File: src/rtl/regfile_writeback.sv
// Writeback stage: sole driver of the register-file rd write port.
// Merges in-order memory-stage results and buffered mul/div results.
// Ports: clk, rst_n; mem_* (memory-stage result + load extraction,
//   mem_ready backpressure); md_* (mul/div result handshake and issue
//   tracking); pending_mask (outstanding mul/div destinations);
//   rd_enable/rd_sel/rd_data (registered write port).
// Optional macro WB_RETIRE_COUNT_EN adds a 64-bit retire_count output.
module regfile_writeback #(
  parameter int unsigned STARVE_LIMIT = 4
) (
  input  logic        clk,
  input  logic        rst_n,
  input  logic        mem_valid,
  output logic        mem_ready,
  input  logic [4:0]  mem_rd,
  input  logic [31:0] mem_result,
  input  logic        mem_is_load,
  input  logic [1:0]  mem_load_size,
  input  logic        mem_load_signed,
  input  logic [1:0]  mem_load_addr_lo,
  input  logic [31:0] mem_load_data,
  input  logic        md_valid,
  output logic        md_ready,
  input  logic [4:0]  md_rd,
  input  logic [31:0] md_result,
  input  logic        md_issue_valid,
  input  logic [4:0]  md_issue_rd,
  output logic [31:0] pending_mask,
  output logic        rd_enable,
  output logic [4:0]  rd_sel,
  output logic [31:0] rd_data
`ifdef WB_RETIRE_COUNT_EN
  ,
  output logic [63:0] retire_count
`endif
);

  localparam logic [3:0] LP_LIM = 4'(STARVE_LIMIT);

  logic        r_buf_v;
  logic [4:0]  r_buf_rd;
  logic [31:0] r_buf_data;
  logic [3:0]  r_starve;
  logic [31:0] r_pend;
  logic        r_rd_en;
  logic [4:0]  r_rd_sel;
  logic [31:0] r_rd_data;

  logic [31:0] w_shift;
  logic [7:0]  w_byte;
  logic [15:0] w_half;
  logic [31:0] w_load;
  logic [31:0] w_mem_data;
  logic        w_force;
  logic        w_mem_wr;
  logic        w_drain;
  logic        w_md_acc;
  logic        w_wr_en;
  logic [4:0]  w_wr_sel;
  logic [31:0] w_wr_data;
  logic [3:0]  w_starve_nx;
  logic [31:0] w_set;
  logic [31:0] w_clr;
  logic [31:0] w_pend_nx;

  assign w_shift = mem_load_data >> {mem_load_addr_lo, 3'b000};
  assign w_byte  = w_shift[7:0];
  assign w_half  = mem_load_addr_lo[1] ? mem_load_data[31:16]
                                       : mem_load_data[15:0];

  always_comb begin
    w_load = mem_load_data;
    unique case (mem_load_size)
      2'b00: w_load = {{24{mem_load_signed & w_byte[7]}}, w_byte};
      2'b01: w_load = {{16{mem_load_signed & w_half[15]}}, w_half};
      default: w_load = mem_load_data;
    endcase
  end

  assign w_mem_data = mem_is_load ? w_load : mem_result;

  // A full buffer that has waited STARVE_LIMIT cycles preempts memory.
  assign w_force  = r_buf_v && (r_starve == LP_LIM);
  assign w_mem_wr = !w_force && mem_valid && (mem_rd != 5'd0);
  assign w_drain  = r_buf_v && !w_mem_wr;
  // Accept only into an empty buffer; rd=0 results are dropped.
  assign w_md_acc = md_valid && !r_buf_v && (md_rd != 5'd0);

  assign mem_ready = !w_force;
  assign md_ready  = !r_buf_v;

  always_comb begin
    w_wr_en   = 1'b0;
    w_wr_sel  = 5'd0;
    w_wr_data = 32'd0;
    unique case (1'b1)
      w_mem_wr: begin
        w_wr_en   = 1'b1;
        w_wr_sel  = mem_rd;
        w_wr_data = w_mem_data;
      end
      w_drain: begin
        w_wr_en   = 1'b1;
        w_wr_sel  = r_buf_rd;
        w_wr_data = r_buf_data;
      end
      default: ;
    endcase
  end

  always_comb begin
    w_starve_nx = r_starve;
    if (!r_buf_v || w_drain)
      w_starve_nx = 4'd0;
    else if (r_starve != LP_LIM)
      w_starve_nx = r_starve + 4'd1;
  end

  assign w_set = (md_issue_valid && md_issue_rd != 5'd0)
               ? (32'd1 << md_issue_rd) : 32'd0;
  assign w_clr = w_drain ? (32'd1 << r_buf_rd) : 32'd0;
  // Set applied after clear so a same-cycle reissue keeps the bit.
  assign w_pend_nx = ((r_pend & ~w_clr) | w_set) & ~32'd1;

  always_ff @(posedge clk or negedge rst_n) begin
    if (!rst_n) begin
      r_buf_v    <= 1'b0;
      r_buf_rd   <= 5'd0;
      r_buf_data <= 32'd0;
      r_starve   <= 4'd0;
      r_pend     <= 32'd0;
      r_rd_en    <= 1'b0;
      r_rd_sel   <= 5'd0;
      r_rd_data  <= 32'd0;
    end else begin
      r_rd_en   <= w_wr_en;
      r_rd_sel  <= w_wr_sel;
      r_rd_data <= w_wr_data;
      r_starve  <= w_starve_nx;
      r_pend    <= w_pend_nx;
      if (w_drain) begin
        r_buf_v <= 1'b0;
      end else if (w_md_acc) begin
        r_buf_v    <= 1'b1;
        r_buf_rd   <= md_rd;
        r_buf_data <= md_result;
      end
    end
  end

  assign pending_mask = r_pend;
  assign rd_enable    = r_rd_en;
  assign rd_sel       = r_rd_sel;
  assign rd_data      = r_rd_data;

`ifdef WB_RETIRE_COUNT_EN
  logic [63:0] r_retire;

  always_ff @(posedge clk or negedge rst_n) begin
    if (!rst_n)
      r_retire <= 64'd0;
    else if (r_rd_en)
      r_retire <= r_retire + 64'd1;
  end

  assign retire_count = r_retire;
`endif

endmodule

File: config.mk
export PLATFORM = sky130hd
export DESIGN_NAME = regfile_writeback
export DESIGN_NICKNAME = d
export VERILOG_FILES = /design/src/rtl/regfile_writeback.sv
export SDC_FILE = /design/constraint.sdc
export NUM_CORES = 1
export LEC_CHECK = 0
export ABC_AREA = 1
export BUFFER_PORTS_ARGS = -buffer_cell sky130_fd_sc_hd__clkbuf_2
export CAP_MARGIN = 20
export CORE_UTILIZATION = 50
export DETAILED_ROUTE_END_ITERATION = 12
export GPL_ROUTABILITY_DRIVEN = 1
export MAX_ROUTING_LAYER = met4
export PLACE_DENSITY = 0.89
export SYNTH_ARGS = -nofsm -noshare
export SYNTH_HDL_FRONTEND = slang
export SYNTH_SLANG_ARGS = --single-unit
File: constraint.sdc
create_clock -name clk -period 1.85 [get_ports clk]
set_input_delay 0.0925 -clock clk [delete_from_list [all_inputs] [get_ports clk]]
set_output_delay 0.0925 -clock clk [all_outputs]
set_load 0.005 [all_outputs]
==> impl_metrics.yaml, run 1 <==
clock_network:
  numCtsBuffers: 9
  root_buffer: "clkbuf_16"
  htree_levels: 3
  path_clk_slew_ns: 0.08
  cts_sinks: 111
  clkLatencyLatePin_ns: 0.35
  clock_path_buffers: 2
  cts_tree: "done"
  post-cts-setup-buffer-count: 0
grt:
  grt_pass1_vias: 5500
  grt_max_degree: 73
  grt_pass1_wl_um: 26600
  grt_util_all_layers: 0.307
  antenna_found_initial: 1
  gr-total-overflow: 0
placement:
  post-place-ws_ns: 0.132
  post-dp-hpwl_um: 12100
  port_buffers: 192
  place.gp.congestion: 0.948
yosys:
  ys_types: 33
  synthCells: 755
  yosys_warnings: 0
  yosys.area.top_type: "dfrtp_1"
  synth-async-reset-ratio: 1.00
  syn_area_um2: 5660
  synth_edf_count: 0
  synth_top_cells_by_area: "dfrtp_1 (49%), nand2_1 (17%), o21ai_0 (8.9%)"
  yosysSeqAreaShare: 0.491
  synth-main-ff-cell: "dfrtp_1"
  synth_top_cell_area_share: 0.491
  syn_nets: 879
  yosys_register_bits: 111
  syn_avg_cell_area_um2: 7.49
timing:
  worst_slack_ns: 0.0739
  max_freq_ghz: 0.563
  tightestPinTransition_ns: 0.560
  setup-tns-final_ns: 0
  drv_slew: 0
  rsz0062_at_grt: "false"
  slew_headroom: 0.626
  clock-skew-final_ns: 0.0109
  hold_slack_ns: -0.00306
  setup_viol: 0
  period_needed_ns: 1.78
  fin_crit_sh: 0.960
  hold_violations: 2
layout:
  nets: 1091
  final_cell_mix: "nand2_1 (258), clkbuf_2 (191), dfrtp_1 (111), o21ai_0 (100), inv_1 (63)"
  fill_cells: 931
  drive_above_1_share: 0.263
  area_growth_pct: 30.7
  layout.cells.most_common: "nand2_1"
critical_path:
  cp.required_ns: 2.07
  crit_arrival_ns: 2.00
  crit_type: "flop to flop"
  reg2regPathDepth: 8
  cp_max_fo: 36
  r2r_end: "pending_mask[9]$_DFF_PN0_"
  ff2ff_setup_slack_ns: 0.07
  r2r_start: "r_starve[0]$_DFFE_PN0P_"
  cp-end-kind: "flop"
  startpoint_type: "flop"
flow_run:
  max-cap-violations: 0
floorplanning:
  dieHeight_um: 108
  die_w_um: 108
  ios: 194
  start_util: 0.517
  core_um2: 10900
  fp-row-count: 38
  die-area_um2: 11700
power_and_ir_drop:
  powerDensity_nw_per_um2: 944
  vdd_drop_max_mv: 0.845
  p_leak_nw: 3.93
route:
  dr.pass1.iters: 5
  routedWlPerCell_um: 15.3
  antenna_left: 0
  drc: 0
  drt_iter0_drc: 504
  vias: 5839
  vias_per_cell: 5.25
  wirelength_um: 17000
min_path:
  hp-class: "input pin to flop"
  hold_end: "r_buf_data[8]$_DFFE_PN0P_"
  min_path_cells: 3
  hp-start: "md_result[8]"
run_status:
  status: "finished, violations left"
  violations: "hold timing"
==> flip-flops by register name, summed over array words and instances (netlist names) <==
name and flops:
pending_mask 31, r_buf_data 32, r_buf_rd 5, r_buf_v 1, r_starve 4, rd_data 32, rd_enable 1, rd_sel 5
==> power by group <==
| group | switching [W] | total [W] | internal [W] |
|---|---|---|---|
| Combinational | 0.00103 | 0.00178 | 0.000753 |
| Sequential | 0.000343 | 0.00331 | 0.00296 |
| Clock | 0.000943 | 0.00189 | 0.000951 |
==> critical path, stage by stage (launching register included) <==
cell and delay, ns:
dfrtp_1 0.42, inv_1 0.08, ha_1 0.15, nand3_1 0.12
nand3_2 0.17, nand2_2 0.09, buf_6 0.19, o21ai_0 0.27
o21ai_0 0.14
==> metal layers <==
layer  part of all wire  routed length [um]  GRT usage
met1               0.40                6770      0.369
met2               0.48                8260      0.500
met3              0.075                1290     0.0609
met4              0.042                 721      0.143
met5                  0                   0          -
==> how the worst max path moves through the flow <==
stage | startpoint | end | slack [ns] | depth (start not counted)
5_1_grt | r_starve[0]$_DFFE_PN0P_ | pending_mask[30]$_DFF_PN0_ | 0.02 | 8
4_1_cts | r_starve[0]$_DFFE_PN0P_ | pending_mask[9]$_DFF_PN0_ | 0.06 | 8
6_report | r_starve[0]$_DFFE_PN0P_ | pending_mask[9]$_DFF_PN0_ | 0.07 | 8
2_1_floorplan | r_starve[0]$_DFFE_PN0P_ | rd_data[0]$_DFF_PN0_ | 0.39 | 8
3_5_place_dp | r_starve[0]$_DFFE_PN0P_ | pending_mask[4]$_DFF_PN0_ | 0.13 | 8
3_3_place_gp | mem_load_addr_lo[1] | rd_data[19]$_DFF_PN0_ | 0.29 | 12
==> metrics by stage <==
stage / utilization / instances / area [um^2] / hold WS [ns] / total power, W
finish: 0.676 / 1113 / 7390 / -0.00306 / 0.00698
global route: 0.676 / 1113 / 7390 / 0.0150 / 0.00739
CTS: 0.676 / 1112 / 7390 / 0.00242 / 0.00698
detailed placement: 0.617 / 1061 / 6750 / 0.0570 / 0.00502
global placement: 0.617 / 1061 / 6750 / 0.0507 / 0.00494
floorplan: - / 755 / 5660 / -0.203 / 0.00414
==> synth_stat cells (3+ instances only) <==
cell	n
nor2_1	60
nor4_1	5
buf_2	17
nand2_2	13
a21oi_1	9
clkbuf_1	20
inv_2	3
nor3_1	7
or2_2	10
nand3_1	27
dfrtp_1	111
o21ai_1	21
o211ai_1	8
inv_1	63
o21ai_0	101
o22ai_1	3
nand2_1	258
==> logic make-up (layout without fill, tap and decap cells) <==
kind of cell,after synthesis,count (layout),synth area share
simple gates,387,387,0.287
xor+xnor,2,2,0.00310
fa+ha+maj,2,2,0.00442
flops,111,111,0.491
other cells,1,2,0.000663
compound gates,143,143,0.131
buf+inv,109,326,0.0829
==> final cells by class <==
type / instances / area, um^2 / area share
sequential: 111 / 2780 / 0.376
multi-input combinational: 535 / 2430 / 0.328
timing repair buffer: 242 / 1460 / 0.197
inverter: 68 / 263 / 0.0355
clock buffer: 10 / 229 / 0.0310
tap: 140 / 175 / 0.0237
clock inverter: 6 / 63.8 / 0.00863
antenna: 1 / 2.50 / 0.000338
==> what timing repair did <==
| action | 4_1_cts | 5_1_grt |
|---|---|---|
| resized for setup | 0 | 2 |
| endpoints found under the hold margin | 64 | 0 |
| setup endpoints to repair | 0 | 8 |
| hold buffers | 35 | 0 |
Power figures use the tool's default switching activity.
==> run 2: changes to the inputs <==
--- a/config.mk
+++ b/config.mk
@@ -8,11 +8,11 @@
 export ABC_AREA = 1
 export BUFFER_PORTS_ARGS = -buffer_cell sky130_fd_sc_hd__clkbuf_2
 export CAP_MARGIN = 20
-export CORE_UTILIZATION = 50
+export CORE_UTILIZATION = 40
 export DETAILED_ROUTE_END_ITERATION = 12
 export GPL_ROUTABILITY_DRIVEN = 1
 export MAX_ROUTING_LAYER = met4
-export PLACE_DENSITY = 0.89
+export PLACE_DENSITY = 0.75
 export SYNTH_ARGS = -nofsm -noshare
 export SYNTH_HDL_FRONTEND = slang
 export SYNTH_SLANG_ARGS = --single-unit
==> impl_metrics.yaml, run 2 (same netlist as run 1, synthesis figures left out) <==
run_status:
  status: "complete, no violations"
critical_path:
  startpoint_type: "flop"
  crit_type: "flop to flop"
  crit_arrival_ns: 1.96
  crit_family: "buffers and inverters"
  cp.required_ns: 2.12
  crit_buf_inv: 2
  cp_max_fo: 32
  crit_path_max_incr_delay_ns: 0.44
  path_cells: "inv_1, ha_1, nand3_1, nand3_2, nand2_2, inv_2, nand2_1, o21ai_1"
  cp-end-kind: "flop"
  slowest_stage: "inv_2"
  ff2ff_setup_slack_ns: 0.16
route:
  drt_iter0_drc: 365
  dr.pass1.iters: 5
  vias_per_cell: 4.96
  routedWlPerCell_um: 14.7
  drc: 0
  wirelength_um: 17100
  vias: 5751
  antenna_left: 0
floorplanning:
  core_um2: 13800
  die-area_um2: 14600
  ios: 194
  die_w_um: 121
  start_util: 0.409
  fp-row-count: 43
  dieHeight_um: 121
layout:
  drive_above_1_share: 0.261
  nets: 1101
  area_growth_pct: 33.7
  final_cell_mix: "nand2_1 (258), clkbuf_2 (191), dfrtp_1 (111), o21ai_0 (101), inv_1 (63)"
  final_cells: 1160
  fin_area_um2: 7560
  diodes: 0
  layout.cells.most_common: "nand2_1"
timing:
  rsz0062_at_grt: "false"
  fin_crit_sh: 0.914
  slew_headroom: 0.591
  setup-tns-final_ns: 0
  period_needed_ns: 1.69
  clock-skew-final_ns: 0.0116
  drv_slew: 0
  setup_viol: 0
  max_freq_ghz: 0.591
  tightestPinTransition_ns: 0.614
  hold_violations: 0
clock_network:
  clock_path_buffers: 2
  root_buffer: "clkbuf_16"
  cts_sinks: 111
  path_clk_slew_ns: 0.07
  post-cts-setup-buffer-count: 0
  numCtsBuffers: 9
  cts_tree: "done"
  htree_levels: 3
  clkLatencyLatePin_ns: 0.36
grt:
  gr-total-overflow: 0
  grt_pass1_vias: 5532
  antenna_found_initial: 0
  grt_pass1_wl_um: 26900
  grt_max_degree: 44
  grt_util_all_layers: 0.247
flow_run:
  max-cap-violations: 0
min_path:
  hp-class: "input pin to flop"
placement:
  dpl.cell_count: 1102
  placedInstanceArea_um2: 6830
  post-dp-hpwl_um: 12200
  place.gp.congestion: 0.938
  port_buffers: 192
power_and_ir_drop:
  powerDensity_nw_per_um2: 934
  p_leak_nw: 3.99
  vdd_drop_max_mv: 0.550
-- run 2: changes by cell type in the layout (fill, tap and decap cells not counted), sizes merged --
cell	change
dlygate4sd3	+9
clkinv	-2
buf	+1
bufinv	+1
clkinvlp	-1
diode	-1
-- run 2: path summary, 6_finish.rpt --
path	startpoint	to	cells after the start
worst max-delay path	r_starve[0]$_DFFE_PN0P_	rd_data[10]$_DFF_PN0_	8
worst min-delay path	md_rd[1]	r_buf_rd[1]$_DFFE_PN0P_	3
worst max register to register	r_starve[0]$_DFFE_PN0P_	rd_data[10]$_DFF_PN0_	8
worst min register to register	r_buf_data[17]$_DFFE_PN0P_	rd_data[17]$_DFF_PN0_	2
max in group asynchronous	rst_n	rd_enable$_DFF_PN0_	3
min in group asynchronous	rst_n	rd_data[20]$_DFF_PN0_	2
-- run 2: worst min-delay path, stage by stage --
cell,delay [ns]
clkbuf_2,0.11
inv_1,0.05
o21ai_0,0.07
-- run 2: layout make-up --
| type | instances | area, um^2 |
|---|---|---|
| clock inverter | 4 | 55.1 |
| inverter | 68 | 263 |
| tap | 180 | 225 |
| timing repair buffer | 252 | 1570 |
| fill | 1285 | 6260 |
| clock buffer | 10 | 239 |
| multi-input combinational | 535 | 2430 |
| sequential | 111 | 2780 |
-- run 2: metrics by stage --
step	utilization	setup WS, ns	power (W)	hold slack [ns]
after detailed placement	0.494	0.172	0.00504	0.0764
after global placement	0.494	0.279	0.00500	0.0665
after floorplan	-	0.393	0.00414	-0.203
after CTS	0.547	0.149	0.00709	0.00523
final	0.547	0.159	0.00706	0.0202
after global routing	0.547	0.0253	0.00749	0.0191
-- run 2: power breakdown --
group	switching (W)	internal (W)
clock	0.000891	0.00109
sequential	0.000318	0.00296
combinational	0.00102	0.000780
total	0.00223	0.00483
-- run 2: what timing repair did --
action / in CTS / in global routing
endpoints found under the hold margin: 74 / 0
hold buffers: 44 / 0
gates resized for setup: 0 / 0
-- run 2: layer usage --
layer | vias up | part of all wire | global-route usage
met5 | - | 0 | -
met4 | 0 | 0.027 | 0.0965
met3 | 41 | 0.074 | 0.0503
met2 | 263 | 0.49 | 0.413
met1 | 2623 | 0.41 | 0.292
li1 | 2824 | - | -
==> run 3: changes to the inputs <==
--- a/config.mk
+++ b/config.mk
@@ -8,11 +8,13 @@
 export ABC_AREA = 1
 export BUFFER_PORTS_ARGS = -buffer_cell sky130_fd_sc_hd__clkbuf_2
 export CAP_MARGIN = 20
-export CORE_UTILIZATION = 40
+export CELL_PAD_IN_SITES_DETAIL_PLACEMENT = 0
+export CELL_PAD_IN_SITES_GLOBAL_PLACEMENT = 1
+export CORE_UTILIZATION = 36
 export DETAILED_ROUTE_END_ITERATION = 12
 export GPL_ROUTABILITY_DRIVEN = 1
 export MAX_ROUTING_LAYER = met4
-export PLACE_DENSITY = 0.75
+export PLACE_DENSITY = 0.9
 export SYNTH_ARGS = -nofsm -noshare
 export SYNTH_HDL_FRONTEND = slang
 export SYNTH_SLANG_ARGS = --single-unit
==> impl_metrics.yaml, run 3 (same netlist as run 1, synthesis figures left out) <==
timing:
  hold_violations: 0
  slew_headroom: 0.615
  max_freq_ghz: 0.615
  drv_slew: 0
  rsz0062_at_grt: "false"
  tightestPinTransition_ns: 0.575
  period_needed_ns: 1.63
  setup-tns-final_ns: 0
  setup_viol: 0
  fin_crit_sh: 0.879
  clock-skew-final_ns: 0.0155
power_and_ir_drop:
  powerDensity_nw_per_um2: 920
  vdd_drop_max_mv: 0.465
  p_leak_nw: 3.96
min_path:
  hp-start: "md_rd[0]"
  hp-class: "input pin to flop"
grt:
  grt_max_degree: 76
  grt_util_all_layers: 0.221
  gr-total-overflow: 0
  antenna_found_initial: 0
  grt_pass1_wl_um: 26800
  grt_pass1_vias: 5325
critical_path:
  path_cells: "inv_1, ha_1, nand3_1, nand3_2, nand2_2, buf_4, o21ai_0, o21ai_0"
  cp-startpoint: "r_starve[0]$_DFFE_PN0P_"
  slowest_stage: "dfrtp_1"
  crit_path_max_incr_delay_ns: 0.40
  cp.required_ns: 2.14
  startpoint_type: "flop"
  r2r_start: "r_starve[0]$_DFFE_PN0P_"
  crit_top_cell: "o21ai_0"
  crit_arrival_ns: 1.91
  crit_type: "flop to flop"
  cp-end-kind: "flop"
  cp_max_fo: 36
layout:
  nets: 1098
  drive_above_1_share: 0.259
  diodes: 0
  final_cells: 1190
  layout.cells.most_common: "nand2_1"
  final_cell_mix: "nand2_1 (258), clkbuf_2 (191), dfrtp_1 (111), o21ai_0 (101), inv_1 (63)"
  area_growth_pct: 33.7
floorplanning:
  die-area_um2: 16200
  fp-row-count: 45
  die_w_um: 127
  core_um2: 15300
  ios: 194
  start_util: 0.371
  dieHeight_um: 127
clock_network:
  root_buffer: "clkbuf_16"
  numCtsBuffers: 9
  path_clk_slew_ns: 0.08
  clock_path_buffers: 2
  cts_tree: "done"
  clkLatencyLatePin_ns: 0.37
  cts_sinks: 111
  post-cts-setup-buffer-count: 0
  htree_levels: 3
route:
  drc: 0
  routedWlPerCell_um: 14.2
  vias: 5585
  drt_iter0_drc: 311
  vias_per_cell: 4.69
  antenna_left: 0
  wirelength_um: 16900
  dr.pass1.iters: 5
placement:
  post-dp-hpwl_um: 12200
  dpl.cell_count: 1130
  place.gp.congestion: 0.863
  port_buffers: 192
run_status:
  status: "complete, no violations"
flow_run:
  max-cap-violations: 0
run 3: power breakdown:
part	leakage, nW	switching, W	internal (W)
Sequential	1.36	0.000312	0.00296
Clock	0.139	0.000952	0.000977
Combinational	2.46	0.000991	0.000763
Total	3.96	0.00225	0.00470
run 3: worst paths after layout:
kind | to | slack, ns | depth (start not counted)
worst max-delay path | pending_mask[4]$_DFF_PN0_ | 0.22 | 8
worst min-delay path | r_buf_rd[0]$_DFFE_PN0P_ | 0.01 | 3
worst max register to register | pending_mask[4]$_DFF_PN0_ | 0.22 | 8
worst min register to register | rd_data[22]$_DFF_PN0_ | 0.48 | 2
max in group asynchronous | r_starve[2]$_DFFE_PN0P_ | 1.11 | 3
min in group asynchronous | rd_data[22]$_DFF_PN0_ | 0.16 | 2
run 3: area by class of cell:
class,instances,area (um^2)
multi-input cells,535,2430
well taps,211,264
flip-flops and latches,111,2780
clock inverters,5,45.0
repair buffers,249,1540
clock buffers,11,243
inverters,68,265
fillers,1549,7700
run 3: layer usage:
| metal | global-route usage | share of wire |
|---|---|---|
| met1 | 0.283 | 0.44 |
| met2 | 0.361 | 0.47 |
| met3 | 0.0360 | 0.072 |
| met4 | 0.0686 | 0.015 |
| met5 | - | 0 |
run 3: what timing repair did:
| item | in CTS | in global routing |
|---|---|---|
| resized for setup | 0 | 2 |
| endpoints found under the hold margin | 154 | 0 |
| hold buffers | 44 | 0 |
| endpoints found under the setup margin | 0 | 3 |
run 3: stage by stage:
stage / area, um^2 / util / setup WS, ns / total power, W / hold WS [ns]
6_report: 7560 / 0.496 / 0.224 / 0.00695 / 0.00988
3_5_place_dp: 6830 / 0.448 / 0.194 / 0.00500 / -0.00587
5_1_grt: 7560 / 0.496 / 0.0535 / 0.00740 / 0.0173
3_3_place_gp: 6830 / 0.448 / 0.261 / 0.00498 / -0.00791
2_1_floorplan: 5660 / - / 0.393 / 0.00414 / -0.203
4_1_cts: 7560 / 0.495 / 0.173 / 0.00702 / 0.00121
run 3: worst max-delay path: cells and delay by family (launching register included):
kind	cells	cell delay, ns
flops	1	0.40
buf+inv	2	0.38
simple gates	3	0.35
compound gates	2	0.24
fa+ha+maj	1	0.18
